File: config.mk
export PLATFORM = sky130hd
export DESIGN_NAME = aap_decode_stage
export DESIGN_NICKNAME = d
export VERILOG_FILES = /design/src/rtl/aap_decode_stage.sv
export SDC_FILE = /design/constraint.sdc
export NUM_CORES = 1
export LEC_CHECK = 0
export ABC_AREA = 1
export BUFFER_PORTS_ARGS = -buffer_cell sky130_fd_sc_hd__buf_2
export CAP_MARGIN = 15
export CORE_AREA = 2 2 183 275
export DETAILED_ROUTE_END_ITERATION = 16
export DIE_AREA = 0 0 185 277
export HOLD_SLACK_MARGIN = 0.1
export PLACE_DENSITY = 0.8
export SYNTH_ARGS = -nofsm -noshare
export SYNTH_HDL_FRONTEND = slang
export SYNTH_SLANG_ARGS = --single-unit
File: constraint.sdc
create_clock -name CLOCK_50 -period 1.94 [get_ports CLOCK_50]
set_clock_uncertainty 0.05 [all_clocks]
set_input_delay 0.291 -clock CLOCK_50 [delete_from_list [all_inputs] [get_ports CLOCK_50]]
set_output_delay 0.291 -clock CLOCK_50 [all_outputs]
set_load 0.02 [all_outputs]
File: src/rtl/aap_decode_stage.sv
// Decode stage: accepts 16-bit instruction words on a divided tick, assembles
// one- or two-word instructions and presents them with a table-driven control word.
module aap_decode_stage #(
    parameter int DIV_COUNT = 217,
    parameter int OPC_W     = 6,
    parameter int CTRL_W    = 8
) (
    input  logic              CLOCK_50,
    input  logic              reset,
    input  logic [15:0]       fetch_data,
    input  logic              fetch_valid,
    output logic              fetch_ready,
    input  logic              tbl_we,
    input  logic [OPC_W-1:0]  tbl_addr,
    input  logic [CTRL_W-1:0] tbl_wdata,
    output logic              tick,
    output logic              dec_valid,
    input  logic              dec_ready,
    output logic [31:0]       dec_instr,
    output logic              dec_long,
    output logic [OPC_W-1:0]  dec_opcode,
    output logic [2:0]        dec_rd,
    output logic [2:0]        dec_ra,
    output logic [2:0]        dec_rb,
    output logic [CTRL_W-1:0] dec_ctrl,
    output logic              dec_err
);

    localparam int DEPTH = 2 ** OPC_W;
    localparam int CNT_W = (DIV_COUNT > 0) ? $clog2(DIV_COUNT + 1) : 1;
    localparam logic [CNT_W-1:0] DIV_MAX = CNT_W'(DIV_COUNT);

    localparam logic [1:0] ST_W1   = 2'd0;
    localparam logic [1:0] ST_W2   = 2'd1;
    localparam logic [1:0] ST_HOLD = 2'd2;

    logic [CNT_W-1:0]  div_cnt;
    logic [1:0]        state;
    logic [CTRL_W-1:0] dec_table [DEPTH];
    logic [15:0]       first_word;
    logic [CTRL_W-1:0] first_ctrl;
    logic              transfer;
    logic [OPC_W-1:0]  fetch_opcode;
    logic [CTRL_W-1:0] fetch_ctrl;

    function automatic logic [OPC_W-1:0] opcode_of(input logic [15:0] w);
        return OPC_W'(w[14:9]);
    endfunction

    always_ff @(posedge CLOCK_50) begin
        if (reset) begin
            div_cnt <= '0;
        end else if (div_cnt == DIV_MAX) begin
            div_cnt <= '0;
        end else begin
            div_cnt <= div_cnt + CNT_W'(1);
        end
    end

    // Gated by reset so DIV_COUNT=0 does not pulse tick while held in reset.
    assign tick         = ~reset & (div_cnt == DIV_MAX);
    assign fetch_ready  = tick & ((state == ST_W1) | (state == ST_W2));
    assign transfer     = fetch_valid & fetch_ready;
    assign fetch_opcode = opcode_of(fetch_data);
    assign fetch_ctrl   = dec_table[fetch_opcode];

    // Reads see the pre-write entry when a write hits the same address this cycle.
    always_ff @(posedge CLOCK_50) begin
        if (reset) begin
            for (int i = 0; i < DEPTH; i++) begin
                dec_table[i] <= '0;
            end
        end else if (tbl_we) begin
            dec_table[tbl_addr] <= tbl_wdata;
        end
    end

    always_ff @(posedge CLOCK_50) begin
        if (reset) begin
            state      <= ST_W1;
            first_word <= '0;
            first_ctrl <= '0;
            dec_valid  <= 1'b0;
            dec_instr  <= '0;
            dec_long   <= 1'b0;
            dec_err    <= 1'b0;
            dec_opcode <= '0;
            dec_rd     <= '0;
            dec_ra     <= '0;
            dec_rb     <= '0;
            dec_ctrl   <= '0;
        end else begin
            case (state)
                ST_W1: begin
                    if (transfer) begin
                        if (!fetch_data[15]) begin
                            dec_instr  <= {16'h0000, fetch_data};
                            dec_long   <= 1'b0;
                            dec_err    <= 1'b0;
                            dec_opcode <= fetch_opcode;
                            dec_rd     <= fetch_data[8:6];
                            dec_ra     <= fetch_data[5:3];
                            dec_rb     <= fetch_data[2:0];
                            dec_ctrl   <= fetch_ctrl;
                            dec_valid  <= 1'b1;
                            state      <= ST_HOLD;
                        end else begin
                            first_word <= fetch_data;
                            first_ctrl <= fetch_ctrl;
                            state      <= ST_W2;
                        end
                    end
                end
                ST_W2: begin
                    if (transfer) begin
                        dec_instr  <= {fetch_data, first_word};
                        dec_long   <= 1'b1;
                        dec_err    <= ~fetch_data[15];
                        dec_opcode <= opcode_of(first_word);
                        dec_rd     <= first_word[8:6];
                        dec_ra     <= first_word[5:3];
                        dec_rb     <= first_word[2:0];
                        dec_ctrl   <= first_ctrl;
                        dec_valid  <= 1'b1;
                        state      <= ST_HOLD;
                    end
                end
                ST_HOLD: begin
                    if (dec_ready) begin
                        dec_valid <= 1'b0;
                        state     <= ST_W1;
                    end
                end
                default: begin
                    state <= ST_W1;
                end
            endcase
        end
    end

endmodule
---- Word-level counts from Yosys, hierarchy flattened ----
Memories as Yosys holds them, arrays and structs flattened.
Index checks and enable logic that the tools add are counted.
operators by class
  reductions and logical operators ........ 9
  $lt $le $gt $ge ......................... 0
  bitwise gates (word level) .............. 6
  mux-type cells .......................... 47
  multiply operators ...................... 0
  divide/modulo/power cells ............... 0
  $add $sub $neg .......................... 1
  shift-type cells ........................ 0
  eq/ne operators ......................... 7
operator list
  operator             number
  $mux 32              3
  $pmux 32 s2          1
  $mux 8               4
  $mux 3               9
  $mux 6               4
  $pmux 3 s2           3
  $pmux 8 s2           1
  $mux 1               13
  $pmux 6 s2           1
  $add 8x1->8 const B  1
  $eq 8x8->1 const B   1
  $mux 2               4
  $ne 2x2->1 const B   4
  $reduce_or 8->1      1
  $pmux 2 s3           1
  $reduce_and 3->1     2
  $reduce_and 5->1     1
  $pmux 1 s2           2
  $reduce_and 4->1     1
  $and 1x1->1          3
  $pmux 1 s3           1
  $reduce_bool 3->1    1
  $eq 2x1->1 const B   1
  $eq 2x2->1 const B   1
  5 further kinds      6
storage, ports and cells
  memories ................................ 1
  output and inout bits ................... 60
  register bits after elaboration ......... 92
  memory bits (writable) .................. 512
  latch bits .............................. 0
  logic and storage cells ................. 84
  bits of input ports ..................... 35
  ROM bits ................................ 0
memories
  name       depth  width  read ports  clocked after memory_dff  write ports  line  source
  dec_table  64     8      1           0                         64           39    logic [CTRL_W-1:0] dec_table [DEPTH];

---- Logic depth before layout (Yosys ltp) ----
  depth after elaboration ................. 6
  mapped depth ............................ 14
  depth with buffers taken out ............ 11

---- Worst setup path before layout ----
OpenSTA, ideal clock, no wires.
  kind .................................... input-to-reg
  from .................................... in tbl_addr[0]
  to ...................................... mem dec_table[15][0] (enable)
  data arrival time ....................... 1.725 ns
  library setup time ...................... 0.329 ns
  path buffers ............................ 1
  stages on the path ...................... 5
  path slack .............................. -0.164 ns
  data required time ...................... 1.561 ns
  path through ............................ buf_4 -> clkinv_1 -> nor3_2 -> nand2_2 -> nand2_1
RTL lines
  what         line  source
  from (decl)  14    input logic [OPC_W-1:0] tbl_addr,
  to (decl)    39

---- Final worst setup path ----
  from .................................... reg div_cnt[0]
  to ...................................... reg dec_instr[4]
on the way
  word-level cells in the longest chain between the ends .. 6
  elaborated cells on any way between the ends .. 7
  classes of those cells .................. 3 x eq/ne; 3 x bitwise; 1 x reduce/logical
RTL lines
  what                                 line  source
  from (decl)                          37    logic [CNT_W-1:0] div_cnt;
  from (signal assigned)               56    div_cnt <= div_cnt + CNT_W'(1);
  $eq 8x8->1 *                         61    assign tick = ~reset & (div_cnt == DIV_MAX);
  $and 1x1->1 *                        61
  $and 1x1->1 *                        62    assign fetch_ready = tick & ((state == ST_W1) | (state == ST_W2));
  $and 1x1->1 *                        63    assign transfer = fetch_valid & fetch_ready;
  $ne 2x2->1 (no source line)          -
  $reduce_and 4->1 (no source line) *  -
  to (signal assigned)                 97    dec_instr <= {16'h0000, fetch_data};
  to (signal assigned)                 116   dec_instr <= {fetch_data, first_word};
  to (decl)                            19    output logic [31:0] dec_instr,
Mark *: on every way between the ends. The rest lies on a longest branch, timed or not.
A chain may end at the register's enable or synchronous reset.

==> qor.yml <==
run_status: "completed"
worst-path-max-fanout: 16
synth.yosys.seq_area_share_pct: 63.7
viasPerCell: 5.83
hold_path.class: "input pin to flop"
max_freq_mhz: 523
maxCapViolations: 0
final_layout_size_suffix_gt1_share_pct: 15.8
grt_usage_pct: 29.0
worst_hold_path_stage_count: 3
worst_ep_required_time_ns: 2.38
drtPass1Iterations: 6
insertion_delay_ns: 0.59
timing.reg2reg.setup_slack_ns: 0.03
grt_pass1_wl_um: 114000
gp_congestion: 0.962
synth_top_cell_by_area: "edfxtp_1"
timing.critical_path.to_type: "flop"
vias: 21297
crit_path_start_kind: "flop"
detailedRoute.firstIterationViolations: 2305
post-route-util_pct: 63.2
post-route-min-period_ns: 1.91
nets: 2986
placedCellCount: 3532
antenna_found_initial: 0
ys_ff_latch: 589
postSynthCellCount: 2831
leakage_power_figure_nw: 12.5
wl_per_cell_um: 20.4
depth_of_the_worst_register_to_register_path: 9
number_of_enable_type_register_cells_in_the_synthesized_netlist: 512
yosys.cell_count.top_type: "nand2_1"
cts_tree: "done"
reg2reg_capture_point: "dec_instr[4]"
hpwl_um: 46800
cts_buffers: 50
worst_ep_arrival_time_ns: 2.35
yosys_warnings: 0
worstMarginPinSlew_ns: 0.751
setup_total_negative_slack_ns: 0
cts.clk_slew.worst_paths_ns: 0.07
number_of_max_slew_violations_in_the_final_report: 0
final-hold-violation-count: 0
syn_avg_cell_area_um2: 9.38
post-route-cell-area_mm2: 0.0310
detailedPlace.worstSlack_ns: -0.167
pwr_density_cell_mw_per_mm2: 895
globalRoute.totalOverflow: 0
clock_path_buffers: 3
core_region_area_mm2: 0.0490
hold_path_startpoint: "tbl_wdata[0]"
antenna-diode-count: 0
vias_in_the_first_global_route: 21242
die_area_mm2: 0.0512
post-synth-top-area-fraction_pct: 57.9
synth_commonest_cells: "775 x nand2_1, 555 x nor2_1, 512 x edfxtp_1, 447 x nand3_1, 120 x clkbuf_1"
floorplan.die.height_um: 277
ys_top_cells_by_area: "edfxtp_1 58%, nand2_1 11%, nand3_1 8.4%"
routed_wl_um: 74600
synth_cell_type_count: 35
timing.max_slew.rel_slack_pct: 50.0
postRouteAntennaNets: 0
worst_ir_drop_vdd_mv: 0.704
clock_sinks: 589
crit_path_end: "dec_instr[4]"
area_delta_synth_final_pct: 16.8
clk_root_buffer_cell: "clkbuf_16"
die_x_um: 185
setup_ws_ns: 0.0266
ys_async_sr_fraction_pct: 0
grt_start_max_net_pins: 119
placement.cell_area_mm2: 0.0289
syn-cell-area_mm2: 0.0265
num_io_pins: 95
post_synthesis_net_count: 2868
rows: 100
timing.rr.start: "div_cnt[0]"
cp-startpoint: "div_cnt[0]"
initial_core_util_pct: 54.1
layout.cells.non_filler: 3652
post-route-period-util_pct: 98.6
drc: 0
worstSetupPathType: "flop to flop"
final-setup-viol-count: 0
h_tree_level_count: 2
io_buffers: 94
ys_dominant_reg_cell: "edfxtp_1"
==> power by group <==
part	switching [W]	internal, W
registers	0.000183	0.0143
logic	0.00170	0.000694
clock network	0.00456	0.00630
total	0.00644	0.0213
==> per-stage QoR <==
step	total power (W)	hold slack, ns
4_1_cts	0.0277	0.118
2_1_floorplan	0.0161	0.355
3_5_place_dp	0.0171	0.386
3_3_place_gp	0.0170	0.383
6_report	0.0277	0.127
5_1_grt	0.0284	0.142
==> critical path: stages, from the launching register on <==
cell     delay (ns)
dfxtp_4        0.36
ha_2           0.19
nand4_4        0.10
nor3_4         0.18
buf_6          0.13
nand2_4        0.09
nor2_4         0.20
buf_12         0.18
o21ai_1        0.09
a31oi_1        0.24
==> what timing repair did <==
item                                    in CTS  in global routing
gates cloned                                 0                  4
gates resized for setup                      8                 18
hold endpoints to repair                    39                  0
endpoints found under the setup margin       3                 65
hold buffers                                15                  0
pin swaps                                    5                  3
setup buffers                                5                  4
==> worst min path at each step <==
stage                             to  slack, ns
finish              dec_table[22][0]       0.13
floorplan                    dec_err       0.35
CTS                 dec_table[22][0]       0.12
detailed placement         dec_valid       0.39
global placement           dec_valid       0.38
global route        dec_table[25][0]       0.14
==> state kept, by name, indices dropped and copies added (netlist names) <==
signal and count:
first_word 16, dec_err 1, dec_long 1, div_cnt 8, state 2, dec_ctrl 8
dec_table 512, dec_instr 32, first_ctrl 8, dec_valid 1
==> logic make-up after synthesis <==
family / after synthesis / share of synthesized area (%)
AO/OA/AOI/OAI: 115 / 2.26
XOR/XNOR: 3 / 0.0990
adder cells (fa/ha/maj): 2 / 0.0942
buffers and inverters: 263 / 4.16
flip-flops: 589 / 63.7
AND/OR/NAND/NOR: 1859 / 29.7
==> final cells by class <==
cell class,instances,area (um2)
fill,3663,18000
sequential,589,16900
multi-input combinational,1979,8690
timing repair buffer,273,2560
clock buffer,59,1350
tap,663,830
clock inverter,33,420
inverter,56,229
==> placed cells by master (no fill, tap or decap), types with 2 or more instances in the layout <==
cell	n
edfxtp_1	512
buf_2	92
nor3_4	3
nand3_1	447
buf_4	109
dfxtp_1	72
nand2_4	2
nand4_1	3
nor2_2	2
clkbuf_1	6
bufinv_16	10
o21ai_0	38
a31oi_1	15
o21ai_1	23
inv_2	11
dfxtp_2	4
inv_1	36
clkbuf_16	56
xor2_1	2
dlygate4sd3_1	15
nor3_2	4
clkinv_1	14
nor2_1	552
nand2_1	736
nor4_4	5
a21oi_1	35
clkinv_2	6
nand2_2	93
clkinvlp_4	6
nor3_1	3
buf_12	51
buf_6	3
nor2_4	4
inv_4	3
inv_6	2
==> per-layer routing <==
layer	routed length [um]	up-vias	part of all wire [%]	GRT usage, %
met3	6330	313	8.5	4.17
met5	0	-	0	0
met4	5800	0	7.8	20.0
met1	24500	10044	33	31.9
met2	38000	1248	51	51.0
li1	-	9692	-	-
No activity file was read; power rests on OpenSTA's default activity.
